[config.mk]
export PLATFORM = sky130hd
export DESIGN_NAME = spi_i2s_rx_deser
export DESIGN_NICKNAME = d
export VERILOG_FILES = /design/src/rtl/spi_i2s_rx_deser.sv
export SDC_FILE = /design/constraint.sdc
export NUM_CORES = 1
export LEC_CHECK = 0
export CORE_UTILIZATION = 48
export CTS_CLUSTER_DIAMETER = 40
export DETAILED_ROUTE_END_ITERATION = 16
export HOLD_SLACK_MARGIN = 0.02
export PLACE_DENSITY = 0.86
export RECOVER_POWER = 50
export SYNTH_ARGS = -nofsm -noshare
export SYNTH_HDL_FRONTEND = slang
export SYNTH_SLANG_ARGS = --single-unit
[constraint.sdc]
create_clock -name clk -period 1.7 [get_ports clk]
set_clock_uncertainty 0.05 [all_clocks]
set_input_delay 0.34 -clock clk [delete_from_list [all_inputs] [get_ports clk]]
set_output_delay 0.34 -clock clk [all_outputs]
set_load 0.1 [all_outputs]
[src/rtl/spi_i2s_rx_deser.sv]
// SPI receive deserializer: oversamples raw pins, shifts MSB-first 8/16/32-bit frames, writes them right-justified to the RX FIFO.
// Latency: SYNC_STAGES+1 clk from last sck edge to fifo_write; no backpressure, a full FIFO drops the frame and sets overflow.
module spi_i2s_rx_deser #(
    parameter int SYNC_STAGES = 2
) (
    input  logic        clk,
    input  logic        rst,
    input  logic        enable,
    input  logic [1:0]  size_select,
    input  logic        cpol,
    input  logic        cpha,
    input  logic        sck_in,
    input  logic        ss_n_in,
    input  logic        sdi_in,
    input  logic [3:0]  mem_fill_wr,
    output logic        fifo_write,
    output logic [31:0] fifo_data,
    output logic        overflow,
    input  logic        ovf_clr,
    output logic        frame_err,
    input  logic        err_clr,
    output logic        busy
);

    typedef enum logic [1:0] {IDLE, SHIFT, PUSH} state_t;

    state_t                 state;
    logic [SYNC_STAGES-1:0] sck_sync;
    logic [SYNC_STAGES-1:0] ss_sync;
    logic [SYNC_STAGES-1:0] sdi_sync;
    logic                   sck_d;
    logic                   sck_s;
    logic                   ss_n_s;
    logic                   sdi_s;
    logic                   sample_ev;
    logic [31:0]            shreg;
    logic [31:0]            shreg_nxt;
    logic [31:0]            frame_word;
    logic [4:0]             bit_cnt;
    logic [4:0]             last_idx;

    function automatic logic [4:0] frame_last(input logic [1:0] sel);
        case (sel)
            2'b00:   return 5'd7;
            2'b01:   return 5'd15;
            default: return 5'd31;
        endcase
    endfunction

    always_ff @(posedge clk) begin
        if (rst) begin
            sck_sync <= {SYNC_STAGES{cpol}};
            sck_d    <= cpol;
            ss_sync  <= '1;
            sdi_sync <= '0;
        end else begin
            sck_sync <= {sck_sync[SYNC_STAGES-2:0], sck_in};
            sck_d    <= sck_sync[SYNC_STAGES-1];
            ss_sync  <= {ss_sync[SYNC_STAGES-2:0], ss_n_in};
            sdi_sync <= {sdi_sync[SYNC_STAGES-2:0], sdi_in};
        end
    end

    assign sck_s  = sck_sync[SYNC_STAGES-1];
    assign ss_n_s = ss_sync[SYNC_STAGES-1];
    assign sdi_s  = sdi_sync[SYNC_STAGES-1];

    // Modes 0/3 sample on rising sck, modes 1/2 on falling sck.
    assign sample_ev = (cpol ^ cpha) ? (~sck_s & sck_d) : (sck_s & ~sck_d);

    always_comb begin
        shreg_nxt = {shreg[30:0], sdi_s};
        case (last_idx)
            5'd7:    frame_word = {24'd0, shreg_nxt[7:0]};
            5'd15:   frame_word = {16'd0, shreg_nxt[15:0]};
            default: frame_word = shreg_nxt;
        endcase
    end

    always_ff @(posedge clk) begin
        if (rst) begin
            state     <= IDLE;
            shreg     <= '0;
            bit_cnt   <= '0;
            last_idx  <= 5'd7;
            fifo_data <= '0;
            overflow  <= 1'b0;
            frame_err <= 1'b0;
        end else begin
            // Clears first so a same-cycle set below wins.
            if (ovf_clr) overflow  <= 1'b0;
            if (err_clr) frame_err <= 1'b0;
            case (state)
                IDLE: begin
                    shreg   <= '0;
                    bit_cnt <= '0;
                    if (enable && !ss_n_s) begin
                        state    <= SHIFT;
                        last_idx <= frame_last(size_select);
                    end
                end
                SHIFT: begin
                    if (!enable) begin
                        state <= IDLE;
                    end else if (ss_n_s) begin
                        if (bit_cnt != 5'd0) frame_err <= 1'b1;
                        state <= IDLE;
                    end else if (sample_ev) begin
                        shreg   <= shreg_nxt;
                        bit_cnt <= bit_cnt + 5'd1;
                        if (bit_cnt == last_idx) begin
                            fifo_data <= frame_word;
                            state     <= PUSH;
                        end
                    end
                end
                PUSH: begin
                    if (mem_fill_wr == 4'd8) overflow <= 1'b1;
                    shreg   <= '0;
                    bit_cnt <= '0;
                    if (enable && !ss_n_s) begin
                        state    <= SHIFT;
                        last_idx <= frame_last(size_select);
                    end else begin
                        state <= IDLE;
                    end
                end
                default: state <= IDLE;
            endcase
        end
    end

    assign fifo_write = (state == PUSH) && (mem_fill_wr != 4'd8);
    assign busy       = (state != IDLE);

endmodule

==> key figures, run 1 <==
Clock tree
  • Sink Count: 81
  • TritonCTS clock tree: done
  • Worst skew pair latency: 0.35 ns
  • Clk slew on worst S/H paths: 0.08 ns
  • Clk root buf: clkbuf_8
  • Clk buf depth: 2
  • Htree depth: 3
  • Cts bufs inserted: 9

Routing
  • DR WL/cell: between 15 and 20 um
  • Post-DRT Antenna Nets: 0
  • DR iter-0 viols: 249
  • Drc violations: 6
  • Via density: roughly 5.4
  • Vias: 2624
  • Detailed Route WL: about 7.7 mm
  • DRT Pass-1 Iters: 10

Logic synthesis
  • FF+latch count, synth: 81
  • Yosys cell types: 30
  • Syn_area_per_cell: 9.70 um^2
  • Post-synthesis cell area: 3250 um^2
  • Syn Inst Count: 335
  • Top_reg_cell synth: dfxtp_1
  • Number of synthesized flops with an enable pin: 0
  • Share of flip-flops with an asynchronous set or reset: 0
  • Net Count, Synth: 353
  • Register area share after synthesis: 0.499
  • Synth warnings: 0

Timing
  • Max Slew Vio Count: 0
  • Setup violators final: 0
  • Slew margin rel.: 0.634
  • Tcrit/Tclk final: 0.991
  • Final Hold Fails: 0
  • Slew at the pin with the worst max-slew slack: 0.551 ns
  • F_max: 594 MHz
  • Crit path time final: 1.68 ns

Worst setup path
  • FF-to-FF path depth: 5
  • Setup crit start: enable
  • CP cell instances: clkdlybuf4s50_1 > or3b_4 > nor2_4 > buf_12 > mux2i_2
  • Worst Setup EP: shreg[1]
  • Slowest Stage Delay on Critical Path: approximately 0.51 ns
  • Worst endpoint data arrival time: 1.89 ns
  • Crit-path slowest cell: clkdlybuf4s50_1
  • Critical path buffers and inverters: 2
  • Reg-to-reg slack, setup: around 0.060 ns
  • Critical path fanouts, max: 12
  • Crit. End Element: flop
  • Startpoint Class: primary input
  • WP depth: 5
  • Crit-path leading delay family: buffers and inverters
  • Setup CP Type: primary input to flop
  • Required @ worst endpoint: 1.91 ns
  • Reg2reg start: bit_cnt[0]
  • FF-to-FF End: fifo_data[10]

GRT
  • Largest net degree at the start of global routing: 35
  • Vias in the first global route: 2607
  • Initial antenna violation count: 0
  • Global-route usage over all layers: 0.226
  • Grt total ovfl: 0
  • First-pass GRT wire length: 12.6 mm

Layout
  • Fin nets: 420
  • Commonest non-fill, non-tap cell in the layout: dfxtp_1
  • Area growth syn-to-layout: 26.9%
  • Commonest cells after routing, fill and taps aside: 80 x dfxtp_1, 59 x nand2_1, 56 x mux2i_1
  • Fin cells: 484
  • N_diodes: 0
  • Layout cells sized above 1: 0.219

Power
  • Power Total: 3.85 mW
  • P per Cell Area: 934 nW/um^2
  • LEAKAGE: between 1.5 and 2 nW
  • Peak supply drop: 0.512 mV

Floorplanning
  • Initial Util: 0.503
  • DIE WIDTH: 84.3 um
  • Core box area: 6460 um^2
  • Die Ht: around 84 um
  • Die ar.: 7100 um^2
  • Ports: 52
  • Row count: 29

Run status
  • Status: complete, but fails checks
  • Failing checks: DRC

Placed design
  • GP Congestion: 0.846
  • Hpwl dp: roughly 5.0 mm
  • Placed cells: ~470
  • IO Port Bufs: 51

Hold path
  • Hold crit path type: flop to flop

Job
  • Max_cap viols: 0
Yosys cell counts (all sizes together) (4+ instances only):
cell type	number	share of area
buf	7	0.015
nand2b	28	0.054
or2	4	0.0077
nor2b	5	0.0096
nor2	10	0.013
clkbuf	13	0.015
o21ai	7	0.011
o31ai	10	0.023
a21oi	14	0.022
dfxtp	81	0.50
inv	6	0.0069
nand4	11	0.021
mux2i	57	0.18
nand2	59	0.068
worst min-delay path by stage:
stage,start,end,slack [ns],depth (start not counted)
2_1_floorplan,ss_sync[0],ss_sync[1],0.34,1
3_3_place_gp,ss_sync[0],ss_sync[1],0.34,1
3_5_place_dp,ss_sync[0],ss_sync[1],0.35,1
4_1_cts,ss_sync[0],ss_sync[1],0.37,1
5_1_grt,ss_sync[0],ss_sync[1],0.40,1
6_report,ss_sync[0],ss_sync[1],0.37,1
per-layer routing:
layer | global-route usage | share of wire | vias to the layer above
met5 | 0 | 0 | -
met4 | 0.0752 | 0.0091 | 0
met3 | 0.0590 | 0.053 | 11
met2 | 0.405 | 0.52 | 88
met1 | 0.262 | 0.42 | 1248
li1 | - | - | 1277
flip-flops by register name, summed over array words and instances (netlist names):
signal,flops
sck_d,1
sck_sync,2
shreg,31
fifo_data,32
overflow,1
state,2
frame_err,1
last_idx,2
bit_cnt,5
sdi_sync,2
ss_sync,2
area by class of cell:
type | count | area (um^2)
clock inverters | 4 | 98.8
multi-input cells | 228 | 1560
flip-flops and latches | 81 | 1620
repair buffers | 76 | 569
clock buffers | 12 | 155
fillers | 462 | 2330
well taps | 77 | 96.3
inverters | 6 | 22.5
cells by family (layout without fill, tap and decap cells):
| family | after synthesis | count (layout) | synth area share |
|---|---|---|---|
| adder cells (fa/ha/maj) | 2 | 2 | 0.00770 |
| flip-flops | 81 | 81 | 0.499 |
| buffers and inverters | 26 | 98 | 0.0366 |
| AO/OA/AOI/OAI | 32 | 32 | 0.0578 |
| XOR/XNOR | 3 | 3 | 0.00809 |
| AND/OR/NAND/NOR | 133 | 133 | 0.211 |
| multiplexers | 58 | 58 | 0.180 |
through the flow:
step / cell area (um^2) / setup slack [ns] / util / setup TNS (ns) / hold WS (ns)
final: 4120 / 0.0160 / 0.639 / 0 / 0.369
after global routing: 4120 / -0.0202 / 0.639 / -0.0203 / 0.399
after CTS: 4650 / 0.0377 / 0.721 / 0 / 0.372
after detailed placement: 4380 / -0.522 / 0.678 / -29.11 / 0.353
after global placement: 4380 / -0.485 / 0.678 / -26.79 / 0.345
after floorplan: 3280 / -0.000765 / - / -0.000765 / 0.339
power by group:
group          total (mW)  leakage (nW)  internal (mW)  switching, mW
Clock                1.75         0.127           1.06          0.688
Combinational       0.191         0.889         0.0927         0.0984
Sequential           1.91         0.655           1.91        0.00612
Total                3.85          1.67           3.06          0.793
what timing repair did:
action / 4_1_cts / 5_1_grt
endpoints found under the setup margin: 47 / 2
hold buffers: 0 / 0
pin swaps: 4 / 1
buffers inserted: 2 / 0
hold endpoints to repair: 0 / 0
resized for setup: 10 / 2
(Power assumes the default switching activity.)
==> run 2: changes to the inputs <==
--- a/config.mk
+++ b/config.mk
@@ -5,11 +5,12 @@
 export SDC_FILE = /design/constraint.sdc
 export NUM_CORES = 1
 export LEC_CHECK = 0
-export CORE_UTILIZATION = 48
+export CORE_UTILIZATION = 39
 export CTS_CLUSTER_DIAMETER = 40
 export DETAILED_ROUTE_END_ITERATION = 16
+export DONT_BUFFER_PORTS = 1
 export HOLD_SLACK_MARGIN = 0.02
-export PLACE_DENSITY = 0.86
+export PLACE_DENSITY = 0.65
 export RECOVER_POWER = 50
 export SYNTH_ARGS = -nofsm -noshare
 export SYNTH_HDL_FRONTEND = slang
==> key figures, run 2 (synthesis results as in run 1) <==
Clock tree
  • Clk buf depth: 2 (unchanged)
  • Sink Count: 81 (unchanged)
  • Clk slew on worst S/H paths: 0.08 ns (about the same)
  • Clk root buf: clkbuf_8
  • Cts bufs inserted: 9 (unchanged)
  • Htree depth: 3 (unchanged)
  • TritonCTS clock tree: done
  • Worst skew pair latency: 0.35 ns (about the same)

Timing
  • Final Hold Fails: 0 (unchanged)
  • Setup violators final: 0 (unchanged)
  • Crit path time final: 1.61 ns (-0.0691 ns)
  • Slew margin rel.: 0.566 (-0.0685)
  • Max Slew Vio Count: 0 (unchanged)
  • Slew at the pin with the worst max-slew slack: 0.650 ns (+0.0983 ns)
  • RSZ-0062 raised after global routing: false
  • F_max: 619 MHz (+4.3%)
  • Tcrit/Tclk final: 0.950 (-0.0406)
  • WHS: 0.0397 ns (-0.329 ns)

Placed design
  • Placed cells: 469 (+0.64%)
  • IO Port Bufs: 0 (-100%)
  • Hpwl dp: 4.24 mm (-15%)
  • GP Congestion: 0.781 (-7.6%)
  • Placed inst area: 3750 um^2 (-14%)

Floorplanning
  • Die ar.: 8700 um^2 (+23%)
  • Core box area: 7890 um^2 (+22%)
  • Die Ht: 93.3 um (+11%)
  • Ports: 52 (unchanged)
  • DIE WIDTH: 93.3 um (+11%)
  • Initial Util: 0.412 (-0.0911)
  • Row count: 32 (+10%)

Worst setup path
  • Setup CP Type: flop to primary output
  • Startpoint Class: flop
  • Crit-path leading delay family: flip-flops
  • Critical path buffers and inverters: 1 (-1)
  • CP cell instances: nor3b_4 > buf_12
  • Worst endpoint data arrival time: 1.22 ns (-0.67 ns)
  • Crit-path slowest cell: dfxtp_1
  • Required @ worst endpoint: 1.31 ns (-0.60 ns)
  • Critical path fanouts, max: 6 (-6)
  • Slowest Stage Delay on Critical Path: 0.42 ns (-0.09 ns)
  • Crit. End Element: primary output

GRT
  • First-pass GRT wire length: 11.0 mm (-13%)
  • M1 GR Usage: 0.192 (-0.0694)
  • Vias in the first global route: 2419 (-7.2%)
  • GR Util met3: 0.0415 (-0.0175)
  • Grt total ovfl: 0 (unchanged)
  • Grt peak-use layer: met2
  • Global Route met2 Usage: 0.270 (-0.135)
  • Initial antenna violation count: 0 (unchanged)
  • Global-route usage over all layers: 0.163 (-0.0631)
  • Largest net degree at the start of global routing: 36 (+2.9%)

Layout
  • Area growth syn-to-layout: 20.1%
  • Layout cells sized above 1: 0.205 (-0.0140)
  • Design area: 3900 um^2 (-5.4%)
  • Biggest regs: fifo_data x32, shreg x31, bit_cnt x5
  • Finished Core Util: 0.495 (-0.144)
  • Commonest cells after routing, fill and taps aside: 81 x dfxtp_1, 59 x nand2_1, 57 x mux2i_1
  • Fin nets: 399 (-5.0%)
  • N_diodes: 0 (unchanged)
  • Fin cells: 488 (+0.83%)
  • Fill cell count: 745 (+61%)
  • Commonest non-fill, non-tap cell in the layout: dfxtp_1
  • Largest Register: fifo_data
  • Max FFs per register: 32 (unchanged)

Routing
  • DRT Pass-1 Iters: 6 (-4)
  • Post-DRT Antenna Nets: 0 (unchanged)
  • Detailed Route WL: 6.61 mm (-14%)
  • DR WL/cell: 13.5 um (-14%)
  • DR iter-0 viols: 80 (-68%)
  • Vias: 2471 (-5.8%)
  • Drc violations: 0 (-6)
  • Via density: 5.06 (-6.6%)

Power
  • P per Cell Area: 889 nW/um^2 (-4.8%)
  • Seq pwr share: 0.551 (+0.054)
  • LEAKAGE: 1.52 nW (-9.2%)
  • Combinational power share: 0.039 (-0.011)
  • Switch Pwr: 0.811 mW (+2.3%)
  • Internal power: 2.66 mW (-13%)
  • Power Total: 3.47 mW (-9.9%)
  • Peak supply drop: 0.363 mV (-29%)
  • Clock share of power: 0.410 (-0.044)
  • Net Sw Frac: 0.234 (+0.0280)

Job
  • Max_cap viols: 0 (unchanged)

Hold path
  • Hold crit path type: primary input to flop

Run status
  • Status: completed
## run 2: cell count changes in the layout (fill, tap and decap cells not counted), sizes merged
cell	previous run	this run
buf	43	16
clkbuf	30	47
clkdlybuf4s50	8	0
dlygate4sd2	6	0
bufinv	3	1
clkinv	1	3
inv	6	8
clkinvlp	0	1
## run 2: path summary, 6_finish.rpt
path                                   from     endpoint  slack, ns  cells after the start
worst max-delay path               state[1]   fifo_write       0.09                      2
worst min-delay path                    rst  sck_sync[0]       0.04                      1
worst max register to register  sck_sync[1]   bit_cnt[3]       0.09                      4
worst min register to register   ss_sync[0]   ss_sync[1]       0.38                      1
## run 2: layout make-up
| cell class | instances | area, um^2 | share of cell area |
|---|---|---|---|
| Tap cell | 102 | 128 | 0.0327 |
| Multi-Input combinational cell | 228 | 1550 | 0.397 |
| Inverter | 6 | 22.5 | 0.00577 |
| Timing Repair Buffer | 55 | 382 | 0.0978 |
| Sequential cell | 81 | 1620 | 0.416 |
| Clock buffer | 9 | 124 | 0.0317 |
| Clock inverter | 7 | 77.6 | 0.0199 |
## run 2: what timing repair did
action / 4_1_cts / 5_1_grt
endpoints found under the hold margin: 15 / 0
buffers inserted: 1 / 0
hold buffers: 1 / 0
setup endpoints to repair: 1 / 12
gates resized for setup: 6 / 1
gates cloned: 0 / 1
pin swaps: 0 / 1
## run 2: metrics by stage
step / setup WS (ns) / TNS [ns]
final: 0.0851 / 0
after global routing: 0.0199 / 0
after CTS: 0.0472 / 0
after detailed placement: -0.0594 / -0.0765
after global placement: 0.00606 / 0
after floorplan: -0.000765 / -0.000765
## run 2: power by group through the flow
stage                     clock network (mW)  registers (mW)  logic [mW]
after floorplan                            0            1.96      0.0970
after global placement                     0            1.96       0.122
after detailed placement                   0            1.96       0.125
after CTS                               1.45            1.91       0.138
after global routing                    1.54            1.92       0.144
final                                   1.42            1.91       0.134
## run 2: per-layer routing
metal | vias up | wire length, um
met5 | - | 0
met3 | 16 | 252
met1 | 1169 | 2990
met2 | 47 | 3160
met4 | 0 | 205
li1 | 1239 | -
==> edit: new RTL, settings of run 1 <==
`SYNC_STAGES`: 2 -> 4.
--- a/src/rtl/spi_i2s_rx_deser.sv
+++ b/src/rtl/spi_i2s_rx_deser.sv
@@ -3,3 +3,3 @@
 module spi_i2s_rx_deser #(
-    parameter int SYNC_STAGES = 2
+    parameter int SYNC_STAGES = 4
 ) (
Formal check against the unedited RTL: not equivalent (a bounded check fails within 4 cycles, from zero or initial values and one cycle with rst high).
==> edit against run 1 <==
- first-iteration DRC count down 49%
- clock power down 20%
- critical path depth up 2
- sequential cell count up 6
- synthesized cell count up 3.9%
- final cell count up 7.2%
- synthesized area up 5.5%
- setup slack better by 0.0017 ns
- routed wire length down 1.3%
- power down 5.6%
- sequential share of layout area up 0.14 points
- global-route usage down 0.57 points
- cell area up 7.5%
==> edit: results (changes against run 1) <==
grt_pass1_wl_um: 12500  # -0.77%
fillers: 525  # +14%
layout-drive-gt1-share_pct: 24.1  # +2.2 points
drt_iter0_drc: 128  # -49%
grt_max_degree: 34  # -2.9%
reg2reg_setup_slack_ns: 0.02  # -0.04 ns
fin_nets: 436  # +3.8%
dr.pass1.iters: 5  # -5
outcome: "finished clean"
synth-seq-area-share_pct: 50.8  # +0.90 points
grt_pass1_vias: 2633  # +1.0%
synthTopCellsByCount: "87 x dfxtp_1, 65 x mux2i_1, 59 x nand2_1, 44 x nand2b_1, 13 x clkbuf_1"
worstPathMaxFanout: 8  # -4
place_congestion: 0.824  # -2.6%
finalCritPeriodShare_pct: 99.0  # -0.10 points
clkTransAtPathRegs_ns: 0.10  # +0.02 ns
power.leakage_nw: 1.86  # +11%
hold_path_depth: 3  # +2
hold_ws_ns: 0.240  # -0.129 ns
switching_power_mw: 0.889  # +12%
dpl.cell_count: 489  # +4.9%
yosysTopAreaCellShare_pct: 50.8  # +0.90 points
synth_cells: 348  # +3.9%
wl_per_cell_um: 14.6  # -7.9%
final_cells: 519  # +7.2%
drt-vias-per-instance: 5.01  # -7.6%
clk_latency_ns: 0.37  # +0.02 ns
synthTopCellsByArea: "dfxtp_1 51%, mux2i_1 19%, nand2b_1 8.0%, nand2_1 6.5%, o21ai_0 1.5%"
area_delta_synth_final_pct: 29.3
track_usage_pct: 22.0  # -0.57 points
hpwl_um: 4190  # -16%
r2r_cells: 7  # +2
slew_headroom_pct: 50.1  # -13 points
hp-class: "in -> reg"
[edit: changes by cell type after synthesis, moves of 2 or more]
cell / delta
mux2i_1: +8
a21oi_1: -7
nand2b_1: +16
inv_1: +3
o31ai_1: -10
nand4_1: -7
nor2_2: -2
o21ai_0: +3
dfxtp_1: +6
[edit: per-layer routing]
metal	share of wire (%)	wire length, um	up-vias	track usage (%)
met5	0	0	-	0
met4	2.5	187	0	13.5
met3	4.1	311	19	3.43
met2	48	3670	66	36.5
met1	45	3390	1222	26.9
li1	-	-	1292	-
[edit: cell families after synthesis]
kind of cell | count (synthesis) | share of synthesized area [%]
adders and majority gates | 2 | 0.730
and+or+nand+nor | 142 | 21.6
xor gates and xnor gates | 3 | 0.767
muxes | 66 | 19.4
DFF | 87 | 50.8
buffers and inverters | 29 | 3.87
AOI/OAI and AO/OA | 19 | 2.85
[edit: final timing paths]
check         startpoint           to
max          sck_sync[3]     shreg[3]
min                 cpol  sck_sync[2]
max reg2reg  sck_sync[3]     shreg[3]
min reg2reg   ss_sync[0]   ss_sync[1]
[edit: layout make-up]
| cell class | instances | area, um2 | share of cell area (%) |
|---|---|---|---|
| Clock buffer | 10 | 138 | 3.10 |
| Clock inverter | 6 | 52.6 | 1.19 |
| Inverter | 9 | 33.8 | 0.762 |
| Multi-Input combinational cell | 232 | 1640 | 36.9 |
| Sequential cell | 87 | 1750 | 39.5 |
| Tap cell | 96 | 120 | 2.71 |
| Timing Repair Buffer | 79 | 703 | 15.9 |
[edit: what timing repair did]
action                                  4_1_cts  5_1_grt
endpoints found under the setup margin       67       19
pin swaps                                     5        3
buffers inserted                              8        1
resized for setup                            16       12
cloned                                        5        0
[edit: power groups by stage]
stage / Clock, mW / Sequential (mW) / Combinational (mW)
2_1_floorplan: 0 / 2.11 / 0.0783
3_3_place_gp: 0 / 2.11 / 0.139
3_5_place_dp: 0 / 2.11 / 0.143
4_1_cts: 1.40 / 2.06 / 0.168
5_1_grt: 1.49 / 2.07 / 0.187
6_report: 1.40 / 2.06 / 0.174
[edit: stage by stage]
stage / setup TNS [ns] / instance area (um2) / utilization (%)
final: 0 / 4430 / 64.9
after global routing: -0.278 / 4430 / 64.9
after CTS: 0 / 4920 / 72.0
after detailed placement: -34.03 / 4490 / 65.8
after global placement: -30.98 / 4490 / 65.8
after floorplan: -0.000765 / 3450 / -
[edit: worst max-delay path, cell delays in order (launching register included)]
cell and delay (ns):
dfxtp_4 0.37, nand2b_4 0.15, mux2_4 0.31, nor2_4 0.15, buf_6 0.11, buf_4 0.12, buf_16 0.13, mux2i_1 0.22
